`src/rtl/game_pkg.sv`:
```
// Shared types and widths for the plane game collision logic.
// Latency: n/a (declarations only).
// Backpressure: n/a.
package game_pkg;

  localparam int COORD_W = 11;  // screen coordinate width
  localparam int CALC_W  = 12;  // one extra bit so coord + offset never wraps

  typedef enum logic [1:0] {
    ST_IDLE = 2'd0,
    ST_SCAN = 2'd1,
    ST_DONE = 2'd2
  } state_t;

endpackage

```
`src/rtl/box_overlap.sv`:
```
// Strict box-overlap test between the plane nose point and one obstacle box.
// Latency: purely combinational.
// Backpressure: none.
module box_overlap
  import game_pkg::*;
#(
  parameter int OBJ_SIZE = 32,
  parameter int PL_XOFF  = 16
) (
  input  logic [COORD_W-1:0] px,
  input  logic [COORD_W-1:0] py,
  input  logic [COORD_W-1:0] ox,
  input  logic [COORD_W-1:0] oy,
  input  logic               active,
  output logic               hit
);

  logic [CALC_W-1:0] nose_x;
  logic [CALC_W-1:0] plane_y;
  logic [CALC_W-1:0] box_x0;
  logic [CALC_W-1:0] box_y0;
  logic [CALC_W-1:0] box_x1;
  logic [CALC_W-1:0] box_y1;

  assign nose_x  = {1'b0, px} + CALC_W'(PL_XOFF);
  assign plane_y = {1'b0, py};
  assign box_x0  = {1'b0, ox};
  assign box_y0  = {1'b0, oy};
  assign box_x1  = {1'b0, ox} + CALC_W'(OBJ_SIZE);
  assign box_y1  = {1'b0, oy} + CALC_W'(OBJ_SIZE);

  // Edges are exclusive: touching a box edge is not a collision.
  assign hit = active
             && (nose_x  > box_x0) && (nose_x  < box_x1)
             && (plane_y > box_y0) && (plane_y < box_y1);

endmodule

```
`src/rtl/collision_sched.sv`:
```
// Per-frame collision scan: one shared comparator swept over NUM_OBJ snapshotted obstacles, plus hit grace window.
// Latency: frame_tick to done is NUM_OBJ+1 cycles; busy for NUM_OBJ+1 cycles.
// Backpressure: none; frame_tick while busy is dropped and flagged on missed_tick.
module collision_sched
  import game_pkg::*;
#(
  parameter int NUM_OBJ      = 4,
  parameter int OBJ_SIZE     = 32,
  parameter int PL_XOFF      = 16,
  parameter int GRACE_FRAMES = 60
) (
  input  logic                       clk,
  input  logic                       reset,
  input  logic                       frame_tick,
  input  logic [COORD_W-1:0]         px,
  input  logic [COORD_W-1:0]         py,
  input  logic [NUM_OBJ*COORD_W-1:0] obj_x,
  input  logic [NUM_OBJ*COORD_W-1:0] obj_y,
  input  logic [NUM_OBJ-1:0]         obj_active,
  output logic                       busy,
  output logic                       done,
  output logic [NUM_OBJ-1:0]         hit_mask,
  output logic                       plane_hit,
  output logic                       invuln,
  output logic                       missed_tick
);

  localparam int IDX_W = (NUM_OBJ > 1) ? $clog2(NUM_OBJ) : 1;
  localparam int GR_W  = (GRACE_FRAMES > 0) ? $clog2(GRACE_FRAMES + 1) : 1;
  localparam logic [IDX_W-1:0] LAST_IDX = IDX_W'(NUM_OBJ - 1);

  state_t                     state_q, state_d;
  logic [IDX_W-1:0]           idx_q, idx_d;
  logic [COORD_W-1:0]         px_s_q, px_s_d;
  logic [COORD_W-1:0]         py_s_q, py_s_d;
  logic [NUM_OBJ*COORD_W-1:0] ox_s_q, ox_s_d;
  logic [NUM_OBJ*COORD_W-1:0] oy_s_q, oy_s_d;
  logic [NUM_OBJ-1:0]         act_s_q, act_s_d;
  logic [NUM_OBJ-1:0]         work_q, work_d;
  logic [NUM_OBJ-1:0]         mask_q, mask_d;
  logic [GR_W-1:0]            grace_q, grace_d;
  logic                       invuln_q, invuln_d;

  logic [COORD_W-1:0] cur_ox;
  logic [COORD_W-1:0] cur_oy;
  logic               cur_act;
  logic               cur_hit;

  // Operand mux: select the snapshotted obstacle addressed by the scan index.
  assign cur_ox  = ox_s_q[idx_q*COORD_W +: COORD_W];
  assign cur_oy  = oy_s_q[idx_q*COORD_W +: COORD_W];
  assign cur_act = act_s_q[idx_q];

  box_overlap #(
    .OBJ_SIZE (OBJ_SIZE),
    .PL_XOFF  (PL_XOFF)
  ) u_cmp (
    .px     (px_s_q),
    .py     (py_s_q),
    .ox     (cur_ox),
    .oy     (cur_oy),
    .active (cur_act),
    .hit    (cur_hit)
  );

  // Next-state, datapath updates and done/plane_hit decode.
  always_comb begin
    state_d   = state_q;
    idx_d     = idx_q;
    px_s_d    = px_s_q;
    py_s_d    = py_s_q;
    ox_s_d    = ox_s_q;
    oy_s_d    = oy_s_q;
    act_s_d   = act_s_q;
    work_d    = work_q;
    mask_d    = mask_q;
    grace_d   = grace_q;
    done      = 1'b0;
    plane_hit = 1'b0;

    case (state_q)
      ST_IDLE: begin
        if (frame_tick) begin
          px_s_d  = px;
          py_s_d  = py;
          ox_s_d  = obj_x;
          oy_s_d  = obj_y;
          act_s_d = obj_active;
          work_d  = '0;
          idx_d   = '0;
          state_d = ST_SCAN;
          // The grace window counts accepted frames only.
          if (grace_q != '0) begin
            grace_d = grace_q - GR_W'(1);
          end
        end
      end
      ST_SCAN: begin
        work_d[idx_q] = cur_hit;
        if (idx_q == LAST_IDX) begin
          // Publish the completed mask so it is visible during DONE.
          mask_d  = work_d;
          state_d = ST_DONE;
        end else begin
          idx_d = idx_q + IDX_W'(1);
        end
      end
      ST_DONE: begin
        done      = 1'b1;
        plane_hit = (mask_q != '0) && (grace_q == '0);
        if (plane_hit) begin
          grace_d = GR_W'(GRACE_FRAMES);
        end
        state_d = ST_IDLE;
      end
      default: begin
        state_d = ST_IDLE;
      end
    endcase

    invuln_d = (grace_d != '0);
  end

  // State and datapath registers with synchronous reset.
  always_ff @(posedge clk) begin
    if (reset) begin
      state_q  <= ST_IDLE;
      idx_q    <= '0;
      px_s_q   <= '0;
      py_s_q   <= '0;
      ox_s_q   <= '0;
      oy_s_q   <= '0;
      act_s_q  <= '0;
      work_q   <= '0;
      mask_q   <= '0;
      grace_q  <= '0;
      invuln_q <= 1'b0;
    end else begin
      state_q  <= state_d;
      idx_q    <= idx_d;
      px_s_q   <= px_s_d;
      py_s_q   <= py_s_d;
      ox_s_q   <= ox_s_d;
      oy_s_q   <= oy_s_d;
      act_s_q  <= act_s_d;
      work_q   <= work_d;
      mask_q   <= mask_d;
      grace_q  <= grace_d;
      invuln_q <= invuln_d;
    end
  end

  assign busy        = (state_q != ST_IDLE);
  assign missed_tick = frame_tick && busy;
  assign hit_mask    = mask_q;
  assign invuln      = invuln_q;

endmodule
```
`config.mk`:
```
export PLATFORM = sky130hd
export DESIGN_NAME = collision_sched
export DESIGN_NICKNAME = d
export VERILOG_FILES = /design/src/rtl/game_pkg.sv /design/src/rtl/box_overlap.sv /design/src/rtl/collision_sched.sv
export SDC_FILE = /design/constraint.sdc
export NUM_CORES = 1
export LEC_CHECK = 0
export ABC_AREA = 1
export BUFFER_PORTS_ARGS = -buffer_cell sky130_fd_sc_hd__buf_2
export CAP_MARGIN = 20
export CORE_MARGIN = 2
export CORE_UTILIZATION = 40
export DETAILED_ROUTE_END_ITERATION = 12
export PLACE_DENSITY_LB_ADDON = 0.25
export SLEW_MARGIN = 20
export SYNTH_ARGS = -nofsm -noshare
export SYNTH_HDL_FRONTEND = slang
export SYNTH_SLANG_ARGS = --single-unit
```
`constraint.sdc`:
```
create_clock -name clk -period 3.45 [get_ports clk]
set_clock_uncertainty 0.05 [all_clocks]
set_input_delay 0.1725 -clock clk [delete_from_list [all_inputs] [get_ports clk]]
set_output_delay 0.1725 -clock clk [all_outputs]
set_load 0.02 [all_outputs]
```
Yosys cells after proc, flatten, opt, wreduce, memory -nomap -nowiden
Index checks and enable logic that the tools add are counted.
{"block": "op_classes", "addsub": 5, "n_mul": 1, "order_cmp": 6, "eq_ne": 6, "shift": 2, "n_mux": 19, "n_reduce_logical": 19}
{"cell": "variable part select 44 x 7 -> 11 bit", "count": 2}
{"cell": "adder 11 x 6 -> 12 bit (second input constant)", "count": 2}
{"cell": "2-to-1 mux 6 bit", "count": 3}
{"cell": "adder 11 x 5 -> 12 bit (second input constant)", "count": 1}
{"cell": "greater-than comparator 12 x 11 -> 1 bit", "count": 1}
{"cell": "< comparator 11 x 12 -> 1 bit", "count": 1}
{"cell": "< comparator 12 bit", "count": 1}
{"cell": "one-hot mux 6 bit (2 select lines)", "count": 1}
{"cell": "nonzero test 6 bit", "count": 2}
{"cell": "greater-than comparator 11 bit", "count": 1}
{"cell": "2-to-1 mux 2 bit", "count": 4}
{"cell": "one-hot mux 2 bit (2 select lines)", "count": 2}
{"cell": "one-hot mux 4 bit (2 select lines)", "count": 1}
{"cell": "AND reduction 2 bit", "count": 4}
{"cell": "logical AND 1 bit", "count": 7}
{"cell": "logical NOT 6 bit", "count": 1}
{"cell": "multiplier 2 x 4 -> 6 bit (second input constant)", "count": 1}
{"cell": "inequality test 2 bit (second input constant)", "count": 3}
{"cell": "subtractor 6 x 1 -> 6 bit (second input constant)", "count": 1}
{"cell": "bitwise mux 4 bit", "count": 1}
{"cell": "== test 2 bit (second input constant)", "count": 2}
{"cell": "2-to-1 mux 1 bit", "count": 4}
{"cell": "2-to-1 mux 4 bit", "count": 1}
{"cell": "nonzero test 2 bit", "count": 2}
{"cell": "9 further kinds", "count": 9}
{"block": "word_totals", "register_bits": 133, "inputBits": 117}

Logic depth before layout (Yosys ltp)
Gate-level depths: netlist of run 1.
{"block": "depth", "ltp_word": 9, "depth_mapped": 25}

Hierarchy
A second synthesis of run 1 with hierarchy kept.
{"block": "hier_totals", "cells_unflattened": 987, "area_unflattened_um2": 6850.3}
{"module": "collision_sched", "instances": 1, "cells_each": 775, "area_per_inst_um2": 5541.6, "seq_area_each_um2": 2642.5}
{"module": "box_overlap", "instances": 1, "cells_each": 212, "area_per_inst_um2": 1308.8, "seq_area_each_um2": 0.0}

Worst setup path before layout of run 1
No wires, ideal clock.
{"block": "synth_path", "path_type": "register to register", "startpoint": "register idx_q[1]", "endpoint": "register work_q[0]", "arrival_ns": 2.675, "setup_slack_ns": 0.655, "stages_incl_launch_ff": 21, "path_buffers": 3, "period_less_slack_ns": 2.795, "cell_sequence": "dfxtp_1 buf_6 inv_4 buf_8 buf_6 a32oi_2 ha_1 nand2_1 xor2_1 ha_1 a21oi_1 nor2_1 nor2_1 nand2_1 nor2_1 nand3_1 nor2_2 nand2_2 nand2_1 nand3_1 a21oi_1"}
{"block": "synth_between", "elab_chain_cells": 9, "elab_cells_between_ends": 22}
{"element": "start, declared", "line_no": "collision_sched.sv:33", "text": "logic [IDX_W-1:0] idx_q, idx_d;"}
{"element": "start signal, assigned", "line_no": "collision_sched.sv:140", "text": "idx_q <= idx_d;"}
{"element": "multiplier 2 x 4 -> 6 bit", "line_no": "collision_sched.sv:50, collision_sched.sv:51"}
{"element": "variable part select 44 x 7 -> 11 bit", "line_no": "collision_sched.sv:50", "text": "assign cur_ox = ox_s_q[idx_q*COORD_W +: COORD_W];"}
{"element": "adder 11 x 6 -> 12 bit / greater-than comparator 12 x 11 -> 1 bit (equally long branches)", "line_no": "box_overlap.sv:29, box_overlap.sv:34"}
{"element": "< comparator 12 bit / logical AND 1 bit (equally long branches)", "line_no": "box_overlap.sv:34", "text": "&& (nose_x > box_x0) && (nose_x < box_x1)"}
{"element": "logical AND 1 bit", "line_no": "box_overlap.sv:34"}
{"element": "logical AND 1 bit (2 in series)", "line_no": "box_overlap.sv:35", "text": "&& (plane_y > box_y0) && (plane_y < box_y1);"}
{"element": "bitwise mux 4 bit (*)", "line_no": "collision_sched.sv:99", "text": "work_d[idx_q] = cur_hit;"}
{"element": "one-hot mux 4 bit (2 select lines) (*)", "line_no": "collision_sched.sv:81", "text": "case (state_q)"}
{"element": "end signal, assigned", "line_no": "collision_sched.sv:146", "text": "work_q <= work_d;"}
{"element": "end, declared", "line_no": "collision_sched.sv:39", "text": "logic [NUM_OBJ-1:0] work_q, work_d;"}
Mark *: on every way between the ends. The rest lies on a longest branch, timed or not. The select of a mux whose other input is x is not followed.
A chain may end at the register's enable or synchronous reset.

Final worst setup path of run 1
{"block": "layout_path", "startpoint": "register idx_q[0]", "endpoint": "register work_q[1]"}
The elaborated chain is that of the path after synthesis.

==> out/qor.yml, run 1 <==
rsz0062_at_grt: "false"
power_density_nw_per_um2: 505
setup_viol: 0
dp_hpwl_um: 12600
peakVddDrop_uv: 375
maxSlewViolCount: 0
remaining_drc_errors: 0
die_x_um: 134
via_per_inst: 4.92
start_kind: "register"
layout.nets: 1321
ctsHoldBuffers: 110
synth-edff-count: 0
clockBufferDepth: 2
worst_pin_slew_ns: 0.961
status: "finished clean"
worstPathRequired_ns: 3.75
drive_gt1_share_pct: 17.1
ys_ff_latch: 132
crit_type: "reg2reg"
cts.clk_slew.worst_paths_ns: 0.06
ys_dominant_reg_cell: "dfxtp_1"
antennaDiodeCount: 0
cp_data_arrival_time_ns: 3.38
period_share_pct: 89.2
pwr-share-seq_pct: 37.8
grt.overflow.total: 0
start_util_pct: 41.0
core_um2: 16600
cts_tree: "yes"
syn_avg_cell_area_um2: 7.16
total_power_mw: 4.66
post_cts_resized: 0
p_comb_share_pct: 24.2
yosysWarnings: 0
fillCellCount: 1556
p_sw_mw: 1.42
wl_met3_um: 945
insertion_delay_ns: 0.42
multi_input_area_um2: 3680
slew_headroom_pct: 35.9
grt_pass1_vias: 6311
die_h_um: 134
met2WireLength_um: 8760
ys_types: 42
grt_usage_pct: 21.7
antenna_found_initial: 0
fmax_mhz: 325
grt_first_pass_wirelength_um: 30900
tns_ns: 0
seqCellArea_um2: 2640
h-tree-depth: 4
firstDrtPassIters: 5
final-hold-violation-count: 0
switching_share_pct: 30.6
ant_nets: 0
syn_inst: 949
die-area_um2: 18000
p_int_mw: 3.24
synth_nets: 1110
drtIter0Drc: 502
wire_per_inst_um: 14.1
p_leak_nw: 4.33
layout_min_cycle_time_ns: 3.08
num_rows: 47
grt_max_degree: 110
yosysSeqAreaShare_pct: 38.9
wl_met1_um: 9460
port_buffers: 125
cts_inserted_buffers: 17
cp_max_fo: 43
io_pins: 126
wl_um: 19600
hp-class: "in2reg"
syn2layout_area_growth_pct: 35.7
post-cts-setup-buffers: 0
cap_violations: 0
clock_sinks: 132
cts-root-buf: "clkbuf_16"
synth.cell_area_um2: 6800
crit_path_end_kind: "register"
gp_congestion: 0.847
clkPwrFrac_pct: 38.0
vias: 6859
highest_layer: "met4"
async_reset_ff_share_pct: 0
## power by group through the flow
stage	sequential, mW	clock, mW	combinational (mW)
finish	1.76	1.77	1.13
global route	1.78	1.87	1.27
CTS	1.76	1.80	1.12
detailed placement	1.79	0	1.01
global placement	1.79	0	1.01
floorplan	1.77	0	0.756
## synthesized netlist by cell type, types with 2 or more instances
master | number | area [µm²]
nor2_1 | 261 | 980
dfxtp_1 | 132 | 2640
nand2_1 | 132 | 495
o21ai_0 | 124 | 621
inv_1 | 46 | 173
ha_1 | 44 | 551
a21oi_1 | 42 | 210
clkbuf_1 | 29 | 109
nand3_1 | 20 | 100
buf_2 | 14 | 70.1
xor2_1 | 12 | 105
a32o_1 | 10 | 100
a21o_1 | 6 | 45.0
inv_2 | 6 | 22.5
nand2_2 | 6 | 37.5
nor2_2 | 6 | 37.5
a32oi_2 | 5 | 81.3
buf_6 | 5 | 56.3
nand4_1 | 5 | 31.3
nor3_1 | 5 | 25.0
o21ai_1 | 4 | 20.0
xnor2_1 | 4 | 35.0
o211ai_1 | 3 | 22.5
o21bai_1 | 3 | 22.5
or2_2 | 3 | 18.8
buf_1 | 2 | 7.51
buf_4 | 2 | 15.0
nor3_2 | 2 | 20.0
o21ai_2 | 2 | 17.5
o22ai_1 | 2 | 12.5
## cells by family (layout without fill, tap and decap cells)
logic type / after synthesis / count (layout) / share of synthesized area [%]
buffers and inverters: 107 / 331 / 7.03
adder cells (fa/ha/maj): 44 / 44 / 8.10
AND/OR/NAND/NOR: 443 / 443 / 26.1
AO/OA/AOI/OAI: 207 / 207 / 17.9
XOR/XNOR: 16 / 16 / 2.06
flip-flops: 132 / 132 / 38.9
## worst max-delay path: stages, from the launching register on
cell     delay, ns
dfxtp_1       0.33
inv_1         0.12
buf_12        0.23
nand2_1       0.09
a32oi_2       0.30
ha_1          0.26
nand2_1       0.08
xor2_1        0.14
ha_1          0.31
a21oi_1       0.16
nor2_1        0.06
nor2_1        0.08
nand2_1       0.06
nor2_1        0.08
nand3_1       0.09
nor2_2        0.16
nand2_2       0.10
nand2_1       0.08
nand3_1       0.07
a21oi_1       0.15
## flip-flops by register name, indices dropped and copies added, names as in the netlist
name / flops
py_s_q: 11
oy_s_q: 44
hit_mask: 4
state_q: 2
grace_q: 6
px_s_q: 11
invuln: 1
act_s_q: 4
ox_s_q: 44
idx_q: 2
work_q: 3
## metrics by stage
step                area [µm²]  hold WS [ns]  setup slack (ns)  utilization, %  std cells
floorplan                 6800         0.240             0.655               -        949
global placement          7550         0.347             0.499            45.5       1251
detailed placement        7550         0.348             0.406            45.5       1251
CTS                       9230       0.00498             0.378            55.6       1393
global route              9230        0.0481             0.157            55.6       1393
finish                    9230        0.0223             0.372            55.6       1393
## area by class of cell
cell class              count  share of cell area (%)
multi-input cells         710                    39.9
repair buffers            245                    19.9
clock inverters            12                    1.42
flip-flops and latches    132                    28.6
clock buffers              20                    4.84
well taps                 220                    2.98
inverters                  54                    2.24
## layer usage
metal  track usage, %  vias to the layer above
met2             34.5                      186
met3             4.61                       31
met4             7.60                        0
met5                0                        -
met1             29.3                     3112
li1                 -                     3530
## final timing paths
path / start / to / slack [ns] / depth (start not counted)
worst max-delay path: idx_q[0] / work_q[1] / 0.37 / 19
worst min-delay path: obj_active[0] / act_s_q[0] / 0.02 / 3
worst max register to register: idx_q[0] / work_q[1] / 0.37 / 19
worst min register to register: act_s_q[2] / act_s_q[2] / 0.40 / 2
## cell usage in the layout, fill, tap and decap left out, types with 5 or more instances in the layout
| cell type | n |
|---|---|
| nand4_1 | 5 |
| nand3_1 | 20 |
| clkbuf_16 | 17 |
| a21o_1 | 6 |
| buf_2 | 125 |
| inv_1 | 46 |
| nand2_2 | 6 |
| buf_4 | 7 |
| ha_1 | 44 |
| dfxtp_1 | 132 |
| nand2_1 | 132 |
| o21ai_0 | 124 |
| nor3_1 | 5 |
| a32o_1 | 10 |
| nor2_2 | 6 |
| inv_2 | 6 |
| nor2_1 | 260 |
| xor2_1 | 12 |
| a32oi_2 | 5 |
| dlygate4sd3_1 | 110 |
| a21oi_1 | 42 |
| clkinv_2 | 5 |
(Power assumes the default switching activity.)
==> run 2, diff against run 1 <==
Settings changed: CORE_MARGIN 2 to 8.
==> out/qor.yml, run 2 (synthesized netlist as in run 1, its figures left out) <==
reg2reg_slack_ns: 0.40
maxSlewViolCount: 0
antenna_found_initial: 0
peakVddDrop_uv: 374
firstDrtPassIters: 5
power_density_nw_per_um2: 514
cts_tree: "yes"
critPathLaunch: "idx_q[0]"
reg2reg_from: "idx_q[0]"
die-area_um2: 21400
grt_usage_pct: 18.6
crit_path_end_kind: "register"
post-cts-setup-buffers: 0
ant_nets: 0
r2r_end: "work_q[1]"
insertion_delay_ns: 0.43
period_share_pct: 88.5
die_x_um: 146
worst_pin_slew_ns: 0.954
rsz0062_at_grt: "false"
num_rows: 47
port_buffers: 125
ctsHoldBuffers: 112
layout_min_cycle_time_ns: 3.05
grt_first_pass_wirelength_um: 32500
antennaDiodeCount: 0
cts-root-buf: "clkbuf_16"
cp_data_arrival_time_ns: 3.36
remaining_drc_errors: 0
status: "finished clean"
core_um2: 16600
r2r_cells: 19
layout_common_cells: "nor2_1, nand2_1, dfxtp_1"
drtIter0Drc: 483
hp-class: "in2reg"
setup_viol: 0
start_util_pct: 41.0
dp.cells: 1251
wire_per_inst_um: 14.3
worstPathRequired_ns: 3.75
via_per_inst: 4.89
hold_depth: 2
largestRegisters: "ox_s_q: 44 flops, oy_s_q: 44 flops"
h-tree-depth: 4
tns_ns: 0
slew_headroom_pct: 36.4
p_leak_nw: 4.34
grt_pass1_vias: 6595
wl_um: 20000
cp_max_fo: 26
fmax_mhz: 328
worst_hold_path.endpoint: "grace_q[0]"
syn2layout_area_growth_pct: 36.2
start_kind: "register"
crit_type: "reg2reg"
final-hold-violation-count: 0
gp_congestion: 0.853
dp_hpwl_um: 13300
final_common_cell: "nor2_1"
cts_inserted_buffers: 17
layout.nets: 1323
clock_sinks: 132
clockBufferDepth: 2
hp-start: "reset"
fillCellCount: 1581
drive_gt1_share_pct: 17.1
die_h_um: 146
post_cts_resized: 0
vias: 6821
cts.clk_slew.worst_paths_ns: 0.06
cap_violations: 0
io_pins: 126
instances_no_fill: 1395
grt.overflow.total: 0
grt_max_degree: 110
[run 2: cell count changes in the layout (fill, tap and decap cells not counted), sizes merged]
cell and change:
clkinv -3, clkbuf +1, inv +1, dlygate4sd3 +2, bufinv +1
[run 2: layout make-up]
class / instances / area [µm²] / area share, %
inverters: 54 / 208 / 2.24
well taps: 220 / 275 / 2.97
clock inverters: 11 / 151 / 1.64
clock buffers: 21 / 460 / 4.97
repair buffers: 247 / 1830 / 19.8
flip-flops and latches: 132 / 2640 / 28.6
multi-input cells: 710 / 3680 / 39.8
[run 2: power breakdown]
| group | switching, mW | leakage [nW] | total (mW) | internal (mW) |
|---|---|---|---|---|
| combinational | 0.647 | 2.95 | 1.13 | 0.479 |
| clock | 0.694 | 0.298 | 1.87 | 1.18 |
| sequential | 0.0882 | 1.09 | 1.76 | 1.67 |
| total | 1.43 | 4.34 | 4.76 | 3.33 |
[run 2: stage by stage]
stage | hold WS (ns) | setup slack (ns) | util [%] | area, µm² | power, mW
after floorplan | 0.240 | 0.655 | - | 6800 | 2.52
after global placement | 0.344 | 0.546 | 45.4 | 7520 | 2.79
after detailed placement | 0.349 | 0.426 | 45.4 | 7520 | 2.80
after CTS | 0.0218 | 0.406 | 55.8 | 9260 | 4.77
after global routing | 0.0335 | 0.0870 | 55.8 | 9260 | 5.02
final | 0.0380 | 0.398 | 55.8 | 9260 | 4.76
[run 2: how the worst max path moves through the flow]
stage | to | cells past startpoint
finish | work_q[1] | 19
floorplan | work_q[0] | 20
global route | work_q[1] | 19
global placement | work_q[2] | 19
CTS | work_q[1] | 19
detailed placement | work_q[1] | 19
[run 2: routing by layer]
metal | GRT usage [%] | share of wire (%) | wire length [µm] | vias to the layer above
met5 | 0 | 0 | 0 | -
met4 | 6.39 | 1.9 | 383 | 0
li1 | - | - | - | 3532
met2 | 28.2 | 43 | 8700 | 183
met3 | 4.76 | 5.8 | 1160 | 28
met1 | 24.9 | 49 | 9770 | 3078
[run 2: worst max-delay path, cell delays in order (launching register included)]
cell and delay, ns:
dfxtp_1 0.32, inv_1 0.07, buf_4 0.27, nand2_1 0.11, a32oi_2 0.30, ha_1 0.26
nand2_1 0.08, xor2_1 0.14, ha_1 0.30, a21oi_1 0.16, nor2_1 0.05, nor2_1 0.09
nand2_1 0.07, nor2_1 0.08, nand3_1 0.09, nor2_2 0.15, nand2_2 0.08, nand2_1 0.08
nand3_1 0.07, a21oi_1 0.14
==> run 3, diff against run 2 <==
Settings changed: CTS_BUF_LIST set to sky130_fd_sc_hd__clkbuf_4.
==> out/qor.yml, run 3 (synthesized netlist as in run 1, its figures left out) <==
syn2layout_area_growth_pct: 32.2
crit_type: "reg2reg"
remaining_drc_errors: 0
crit_path_end_kind: "register"
wl_um: 19700
h-tree-depth: 4
start_util_pct: 41.0
die_h_um: 146
start_kind: "register"
layout_common_cells: "nor2_1, nand2_1, dfxtp_1"
layout.nets: 1327
worst_pin_slew_ns: 0.954
cp_data_arrival_time_ns: 3.48
instances_no_fill: 1400
core_um2: 16600
dp_hpwl_um: 13300
cap_violations: 0
clock_sinks: 132
hold-worst-slack_ns: 0.331
grt_usage_pct: 18.3
io_pins: 126
p_leak_nw: 4.22
ant_nets: 0
cts_inserted_buffers: 17
maxSlewViolCount: 0
status: "finished clean"
layout_min_cycle_time_ns: 3.06
busiest_layer: "met2"
final_common_cell: "nor2_1"
tns_ns: 0
drtIter0Drc: 504
grt_pass1_vias: 6485
cts_tree: "yes"
slew_headroom_pct: 36.4
worstPathRequired_ns: 3.87
grt.overflow.total: 0
die-area_um2: 21400
post_cts_resized: 0
use_met1_pct: 25.0
fmax_mhz: 327
hp-class: "in2reg"
via_per_inst: 4.87
vias: 6811
antenna_found_initial: 1
grt_first_pass_wirelength_um: 32000
post_dp_cell_area_um2: 7520
setup_viol: 0
firstDrtPassIters: 6
wire_per_inst_um: 14.1
port_buffers: 125
cts-root-buf: "clkbuf_4"
grt_max_degree: 110
design_area_um2: 8990
power_density_nw_per_um2: 442
rsz0062_at_grt: "false"
dp.cells: 1251
drive_gt1_share_pct: 17.0
largestRegisters: "ox_s_q: 44 flops, oy_s_q: 44 flops"
final-hold-violation-count: 0
insertion_delay_ns: 0.54
clockBufferDepth: 2
gp_congestion: 0.853
cp_max_fo: 26
grt.met3_usage_pct: 4.85
num_rows: 47
peakVddDrop_uv: 227
period_share_pct: 88.6
gr-usage-met2_pct: 27.5
die_x_um: 146
cts.clk_slew.worst_paths_ns: 0.12
[run 3: layer usage]
| layer | up-vias | wire, µm |
|---|---|---|
| met5 | - | 0 |
| met4 | 0 | 242 |
| met3 | 15 | 991 |
| met2 | 171 | 8700 |
| met1 | 3077 | 9800 |
| li1 | 3548 | - |
[run 3: worst max-delay path, cell delays in order, from the launching register on]
cell	delay [ns]
dfxtp_1	0.34
inv_1	0.07
buf_4	0.27
nand2_1	0.11
a32oi_2	0.30
ha_1	0.26
nand2_1	0.08
xor2_1	0.14
ha_1	0.30
a21oi_1	0.16
nor2_1	0.05
nor2_1	0.09
nand2_1	0.07
nor2_1	0.08
nand3_1	0.09
nor2_2	0.15
nand2_2	0.08
nand2_1	0.08
nand3_1	0.07
a21oi_1	0.14
[run 3: what timing repair did]
action                                  4_1_cts  5_1_grt
hold buffers                                116        0
endpoints found under the setup margin        0        0
setup buffers                                 0        0
endpoints found under the hold margin       125        0
[run 3: path summary, 6_finish.rpt]
kind | end | cells after the start | slack [ns] | startpoint
worst max-delay path | work_q[1] | 19 | 0.39 | idx_q[0]
worst min-delay path | ox_s_q[19] | 4 | 0.33 | obj_x[19]
worst max register to register | work_q[1] | 19 | 0.39 | idx_q[0]
worst min register to register | work_q[2] | 2 | 0.42 | work_q[2]
[run 3: final cells by class]
class	instances	area [µm²]
diodes	1	2.50
clock buffers	19	143
flip-flops and latches	132	2640
inverters	54	208
well taps	220	275
multi-input cells	710	3680
repair buffers	251	1870
clock inverters	13	159
fillers	1618	7600
[run 3: per-stage QoR]
step	total power, mW	utilization (%)	setup WS, ns
2_1_floorplan	2.52	-	0.655
3_3_place_gp	2.79	45.4	0.546
3_5_place_dp	2.80	45.4	0.426
4_1_cts	4.01	54.2	0.399
5_1_grt	4.25	54.2	0.0786
6_report	3.97	54.2	0.393
[run 3: power breakdown]
group	switching, mW	internal, mW
Clock	0.574	0.517
Sequential	0.0882	1.67
Combinational	0.643	0.481
Total	1.30	2.67
